===== src/rtl/jk_bank_ctrl.sv =====
// Command-driven controller for a bank of WIDTH JK flip-flops.
// It supports hold, clear, preset, toggle and load commands, plus up/down counting for DATA steps.
module jk_cell (
  input  logic CLK,
  input  logic RST,
  input  logic J,
  input  logic K,
  output logic Q
);
  always_ff @(posedge CLK) begin
    if (RST) Q <= 1'b0;
    else     Q <= (J & ~Q) | (~K & Q);
  end
endmodule

module jk_bank_ctrl #(
  parameter int WIDTH = 4
) (
  input  logic             CLK,
  input  logic             RST,
  input  logic             REQ,
  input  logic [2:0]       CMD,
  input  logic [WIDTH-1:0] DATA,
  output logic             BUSY,
  output logic             ACK,
  output logic             ERR,
  output logic [WIDTH-1:0] J,
  output logic [WIDTH-1:0] K,
  output logic [WIDTH-1:0] Q
);
  typedef enum logic [1:0] {IDLE, APPLY, COUNT, DONE} state_t;

  localparam logic [2:0] C_CLEAR = 3'b001, C_PRESET = 3'b010, C_TOGGLE = 3'b011,
                         C_LOAD  = 3'b100, C_UP     = 3'b101, C_DOWN   = 3'b110,
                         C_RSVD  = 3'b111;

  state_t           state, state_nxt;
  logic [2:0]       cmd_r;
  logic [WIDTH-1:0] data_r, cnt;
  logic [WIDTH-1:0] up_t, dn_t;
  logic             accept;

  assign accept = (state == IDLE) && REQ;

  // Ripple toggle enables: up toggles bit i when all lower bits are 1, down when all are 0.
  for (genvar i = 0; i < WIDTH; i++) begin : g_lane
    if (i == 0) begin : g_lsb
      assign up_t[i] = 1'b1;
      assign dn_t[i] = 1'b1;
    end else begin : g_upper
      assign up_t[i] = &Q[i-1:0];
      assign dn_t[i] = ~|Q[i-1:0];
    end
    jk_cell u_cell (.CLK(CLK), .RST(RST), .J(J[i]), .K(K[i]), .Q(Q[i]));
  end

  always_ff @(posedge CLK) begin
    if (RST) begin
      state  <= IDLE;
      cmd_r  <= '0;
      data_r <= '0;
      cnt    <= '0;
    end else begin
      state <= state_nxt;
      if (accept) begin
        cmd_r  <= CMD;
        data_r <= DATA;
        cnt    <= DATA;
      end else if (state == COUNT) begin
        cnt <= cnt - 1'b1;
      end
    end
  end

  always_comb begin
    state_nxt = state;
    case (state)
      IDLE:  if (REQ) begin
               if (CMD == C_UP || CMD == C_DOWN) state_nxt = (DATA != '0) ? COUNT : DONE;
               else                              state_nxt = APPLY;
             end
      APPLY: state_nxt = DONE;
      COUNT: if (cnt == WIDTH'(1)) state_nxt = DONE;
      DONE:  state_nxt = IDLE;
      default: state_nxt = IDLE;
    endcase
  end

  always_comb begin
    J = '0;
    K = '0;
    if (state == APPLY) begin
      case (cmd_r)
        C_CLEAR:  K = '1;
        C_PRESET: J = '1;
        C_TOGGLE: begin J = '1; K = '1; end
        C_LOAD:   begin J = data_r; K = ~data_r; end
        default:  ;
      endcase
    end else if (state == COUNT) begin
      J = (cmd_r == C_UP) ? up_t : dn_t;
      K = J;
    end
  end

  assign BUSY = (state != IDLE);
  assign ACK  = (state == DONE);
  assign ERR  = ACK && (cmd_r == C_RSVD);
endmodule


===== config.mk =====
export PLATFORM = sky130hd
export DESIGN_NAME = jk_bank_ctrl
export DESIGN_NICKNAME = d
export VERILOG_FILES = /design/src/rtl/jk_bank_ctrl.sv
export SDC_FILE = /design/constraint.sdc
export NUM_CORES = 1
export LEC_CHECK = 0
export CAP_MARGIN = 15
export CELL_PAD_IN_SITES_DETAIL_PLACEMENT = 0
export CELL_PAD_IN_SITES_GLOBAL_PLACEMENT = 1
export CORE_ASPECT_RATIO = 0.75
export CORE_MARGIN = 2
export CORE_UTILIZATION = 35
export CTS_BUF_LIST = sky130_fd_sc_hd__clkbuf_8
export CTS_CLUSTER_SIZE = 25
export DETAILED_ROUTE_END_ITERATION = 8
export DONT_BUFFER_PORTS = 1
export PLACE_DENSITY_LB_ADDON = 0.1
export SETUP_SLACK_MARGIN = 0.02
export SYNTH_ARGS = -nofsm -noshare
export SYNTH_HDL_FRONTEND = slang
export SYNTH_SLANG_ARGS = --single-unit

===== constraint.sdc =====
create_clock -name CLK -period 1.6 [get_ports CLK]
set_clock_uncertainty 0.1 [all_clocks]
set_input_delay 0.16 -clock CLK [delete_from_list [all_inputs] [get_ports CLK]]
set_output_delay 0.16 -clock CLK [all_outputs]
set_load 0.05 [all_outputs]

Word-level counts from Yosys, hierarchy flattened
Cells that the tools add are included.
{ "word_totals": {"output_inout_bits": 15, "input_bits": 10, "regBits": 17} }
{ "op_classes": {"n_addsub": 1, "bitwise_logic": 21, "n_eq_ne": 14, "mux": 13, "n_reduce_logical": 17} }
{ "ops": {"columns": ["cell", "n"], "rows": [
  ["4-bit 2-to-1 mux", 6],
  ["4-bit one-hot mux with 2 select lines", 2],
  ["3-bit equality test (second input constant)", 5],
  ["1-bit bitwise AND", 8],
  ["1-bit inverter", 8],
  ["2-bit one-hot mux with 4 select lines", 1],
  ["3-bit by 2-bit equality test with 1-bit output (second input constant)", 2],
  ["2-bit 2-to-1 mux", 3],
  ["2-bit OR reduction", 3],
  ["2-bit equality test (second input constant)", 2],
  ["4-bit by 1-bit equality test with 1-bit output (second input constant)", 1],
  ["4-bit inverter", 1],
  ["1-bit bitwise OR", 4],
  ["2-bit AND reduction", 2],
  ["2-bit nonzero test", 2],
  ["4-bit nonzero test", 1],
  ["4-bit by 1-bit subtractor with 4-bit output (second input constant)", 1],
  ["3-bit by 1-bit equality test with 1-bit output (second input constant)", 1],
  ["1-bit logical NOT", 3],
  ["3-bit AND reduction", 1],
  ["3-bit OR reduction", 1],
  ["2-bit by 1-bit equality test with 1-bit output (second input constant)", 1],
  ["1-bit logical AND", 2],
  ["2-bit logical NOT", 1],
  ["4 further kinds", 4]
]} }

Longest topological paths before layout
{ "logic_depth": {"depth_word": 8, "ltp_mapped": 7, "mapped_depth_nobuf": 6} }

By module
From an unflattened synthesis, not the netlist that was laid out.
{ "hier_totals": {"hier_cells": 133, "area_unflattened_um2": 1058.5} }
{ "by_module_without_submodules": {"columns": ["mod", "cells_per_inst", "area_per_inst_um2", "instances"], "rows": [
  ["jk_bank_ctrl", 117, 863.3, 1],
  ["jk_cell", 4, 48.8, 4]
]} }

Least setup slack after synthesis
Ideal clock, no wire load.
{ "synth_path": {"path_kind": "reg2out", "start": "reg state[0]", "end": "out ERR", "setup_slack_ps": -58, "arrival_ps": 1398, "n_path_buf": 0, "required_ps": 1340, "path_stages_with_launch": 3, "cell_sequence": "dfxtp_1 -> ha_1 -> and4_1"} }
{ "synth_via": {"elab_chain_cells": 2} }
{ "synth_lines": {"columns": ["item", "line_no", "text"], "rows": [
  ["from (decl)", "37", "state_t state, state_nxt;"],
  ["from (signal assigned)", "64", "state <= state_nxt;"],
  ["2-bit equality test", "107", "assign ACK = (state == DONE);"],
  ["via ACK", "25", "output logic ACK,"],
  ["1-bit logical AND", "108", "assign ERR = ACK && (cmd_r == C_RSVD);"],
  ["to (decl)", "26", "output logic ERR,"]
]} }
The timed path passes the listed nets, and every way through them passes these cells.

Worst setup path in the final report
{ "layout_path": {"start": "reg g_lane[0].u_cell.Q", "end": "out K[3]"} }
{ "layout_via": {"elab_chain_cells": 5, "elab_cells_between_ends": 6, "classes_between": "mux (3); reduce/logical (3)"} }
{ "layout_lines": {"columns": ["item", "line_no", "text"], "rows": [
  ["from (decl)", "8", "output logic Q"],
  ["from (signal assigned)", "12", "else Q <= (J & ~Q) | (~K & Q);"],
  ["3-bit OR reduction", "52", "assign dn_t[i] = ~|Q[i-1:0];"],
  ["1-bit logical NOT", "52", null],
  ["4-bit 2-to-1 mux (*)", "101", "J = (cmd_r == C_UP) ? up_t : dn_t;"],
  ["4-bit 2-to-1 mux (*)", "100", "end else if (state == COUNT) begin"],
  ["4-bit 2-to-1 mux (*)", "92", "if (state == APPLY) begin"],
  ["to (decl)", "28", "output logic [WIDTH-1:0] K,"]
]} }
Every way passes the cells marked *; elsewhere a longest branch is shown, timed or not.

==> reports/results.tsv <==
metric	value	unit
antenna viol nets, final	0	
outcome	complete, but fails checks	
Cell Rows	17	
DRT Pass-1 Iters	4	
RSZ-0062 raised after global routing	true	
vias in the first global route	1137	
antenna violations before repair	0	
CP max FO	5	
CP Data Arrival Time	1.54	ns
Core Area	3020	um^2
TritonCTS buffer count	3	
leakage	0.768	nW
Hold Path Class	input pin to flop	
MaxCap Viol Count	0	
Clk Latency, worst-skew pair	0.25	ns
switching part of the total	0.469	
# setup viols final	7	
Crit-path slowest cell	or3_1	
Cells after Synth	144	
total congestion overflow	0	
Max stage delay on crit path	0.36	ns
Reg2Reg Depth	8	
worst vdd ir	1.18	mV
commonest non-fill, non-tap cells in the layout	28 x buf_4, 22 x nand2_1, 11 x a21oi_1, 10 x buf_6, 9 x dfxtp_1	
H-tree levels	1	
CP Launch Type	flop	
vias	1095	
actual slew at the worst max-slew pin	0.604	ns
sequential cell fraction of total power	0.187	
GRT Total Usage	0.193	
placed cell areas	1380	um^2
Final Cell Area	1880	um^2
Clk pwr share	0.083	
kind of critical path	flop to output pin	
DRC Markers	0	
1st-iter DRT viols	28	
clk buf depth	2	
Netlist cell types	34	
number of flops mapped to enable cells by yosys	0	
met2 usage	0.330	
Root Driver	clkbuf_8	
mapped cell area	1140	um^2
Wirelength per Cell	15.1	um
crit path time final	1.80	ns
CTS tree	done	
clk sinks	17	
die area	3740	um^2
HPWL after DPL	2.18	mm
ys async rst share	0	
M3 GR Usage	0.0533	
Max Freq	556	MHz
flop2flop setup slack	0.01	ns
pwr/cell area	2060	nW/um^2
crit end category	output pin	
Psw	1.81	mW
busiest layer in global routing	met2	
Final TNS setup	-1.06	ns
Final Wtd Congestion	0.788	
Hold EP	data_r[2]$_SDFFE_PP0P_	
Worst slew margin	0.596	
syn nets	161	
crit path cell chain	or3_1 -> mux2i_2 -> nand2_1 -> nand2_2 -> buf_12	
n_diodes	0	
Comb power frac	0.731	
prevailing post-synth register cell	dfxtp_1	
drt via density	5.02	
synth warn	0	
global-route wire length before repair	5.44	mm
Initial Util	0.378	
period utilization	1.12	
leading cell type in the layout, fill and taps excluded	buf_4	
final WL	3.29	mm
Die Y	53.5	um
reg2reg end	state[1]$_SDFFE_PP0P_	
Worst EP required	1.34	ns
worst setup margin	-0.198	ns
flop and latch count out of synthesis	17	
Layout area overhead	64.4	%
sequential fraction of the synthesis area	0.298	
Clock transition at path regs	0.07	ns
Mean Syn Cell Area	7.92	um^2
Max Slew Vio Count	0	
largest net degree at the start of global routing	15	
net count reported at finish	198	
HP Start	DATA[2]	
die width	69.9	um
fraction of layout instances using a drive strength above 1	0.517	
M1 GR Usage	0.238	
Int Power	2.05	mW
IO Pins	25	
Hold Crit Depth	2	
input/output buffers	0	
failing checks	setup timing	
worst flop-to-flop path startpoint	state[0]$_SDFFE_PP0P_	
final count of hold timing violations	0	
## worst max path at each step
| stage | start | endpoint | slack, ns | cells after the start |
|---|---|---|---|---|
| after floorplan | state[0]$_SDFFE_PP0P_ | ERR | 0.03 | 2 |
| after detailed placement | state[0]$_SDFFE_PP0P_ | state[0]$_SDFFE_PP0P_ | -0.04 | 7 |
| after CTS | g_lane[0].u_cell.Q$_SDFF_PP0_ | K[3] | -0.20 | 5 |
| after global placement | state[1]$_SDFFE_PP0P_ | J[3] | 0.009 | 5 |
| after global routing | g_lane[0].u_cell.Q$_SDFF_PP0_ | K[3] | -0.26 | 5 |
| final | g_lane[0].u_cell.Q$_SDFF_PP0_ | K[3] | -0.20 | 5 |
## layout make-up
class	count	area, um^2
clock inverter	1	3.75
inverter	6	31.3
sequential	17	363
multi-input combinational	104	911
timing repair buffer	49	478
tap	38	47.5
clock buffer	3	41.3
fill	284	1140
## cell usage after synthesis, types with 2 or more instances
master / number / area share
a21oi_1: 16 / 0.070
a32o_1: 3 / 0.026
buf_4: 12 / 0.079
clkbuf_1: 4 / 0.013
dfxtp_1: 17 / 0.30
ha_1: 7 / 0.077
inv_1: 6 / 0.020
mux2i_1: 2 / 0.018
nand2_1: 27 / 0.089
nand2b_1: 4 / 0.022
nand3_1: 2 / 0.0088
nor2_1: 7 / 0.023
nor2b_1: 9 / 0.049
o21ai_1: 3 / 0.013
o2bb2ai_1: 3 / 0.023
xor2_1: 4 / 0.031
## logic make-up after synthesis
logic type	Yosys count	synth area share
buffers and inverters	23	0.116
adder cells (fa/ha/maj)	7	0.0768
XOR/XNOR	5	0.0384
AND/OR/NAND/NOR	59	0.273
multiplexers	2	0.0175
AO/OA/AOI/OAI	31	0.180
flip-flops	17	0.298
## timing repair
action                                 in CTS  in global routing
setup endpoints to repair                  13                 19
endpoints found under the hold margin      14                  1
gates resized for setup                    58                 17
hold buffers                                5                  1
buffers inserted                           10                  4
pin swaps                                  16                 10
## layer usage
| metal | part of all wire | routed length (um) | vias to the layer above |
|---|---|---|---|
| li1 | - | - | 549 |
| met2 | 0.47 | 1560 | 21 |
| met1 | 0.47 | 1550 | 521 |
| met3 | 0.043 | 142 | 4 |
| met5 | 0 | 0 | - |
| met4 | 0.012 | 40 | 0 |
## flip-flops by register name, summed over array words and instances (netlist names)
register and count:
cmd_r 3, cnt 4, data_r 4, g_lane.u_cell.Q 4
state 2
## power groups by stage
| stage | sequential [mW] | combinational (mW) | clock [mW] |
|---|---|---|---|
| 2_1_floorplan | 0.662 | 1.54 | 0 |
| 3_3_place_gp | 0.663 | 2.05 | 0 |
| 3_5_place_dp | 0.671 | 2.06 | 0 |
| 4_1_cts | 0.706 | 2.68 | 0.329 |
| 5_1_grt | 0.740 | 3.02 | 0.353 |
| 6_report | 0.720 | 2.82 | 0.319 |
## critical path: cells and delay by family (launching register included)
kind | cells | cell delay [ns]
simple gates | 3 | 0.59
flops | 1 | 0.35
mux | 1 | 0.21
buf+inv | 1 | 0.13
## per-stage QoR
stage	hold WS [ns]	worst slack [ns]	util	std cells	total power, mW
after floorplan	0.196	0.0332	-	144	2.20
after global placement	0.134	0.00927	0.456	197	2.71
after detailed placement	0.135	-0.0418	0.456	197	2.73
after CTS	0.00272	-0.200	0.596	216	3.72
after global routing	0.0173	-0.259	0.621	218	4.11
final	0.00549	-0.198	0.621	218	3.86
No activity file was read; power rests on OpenSTA's default activity.
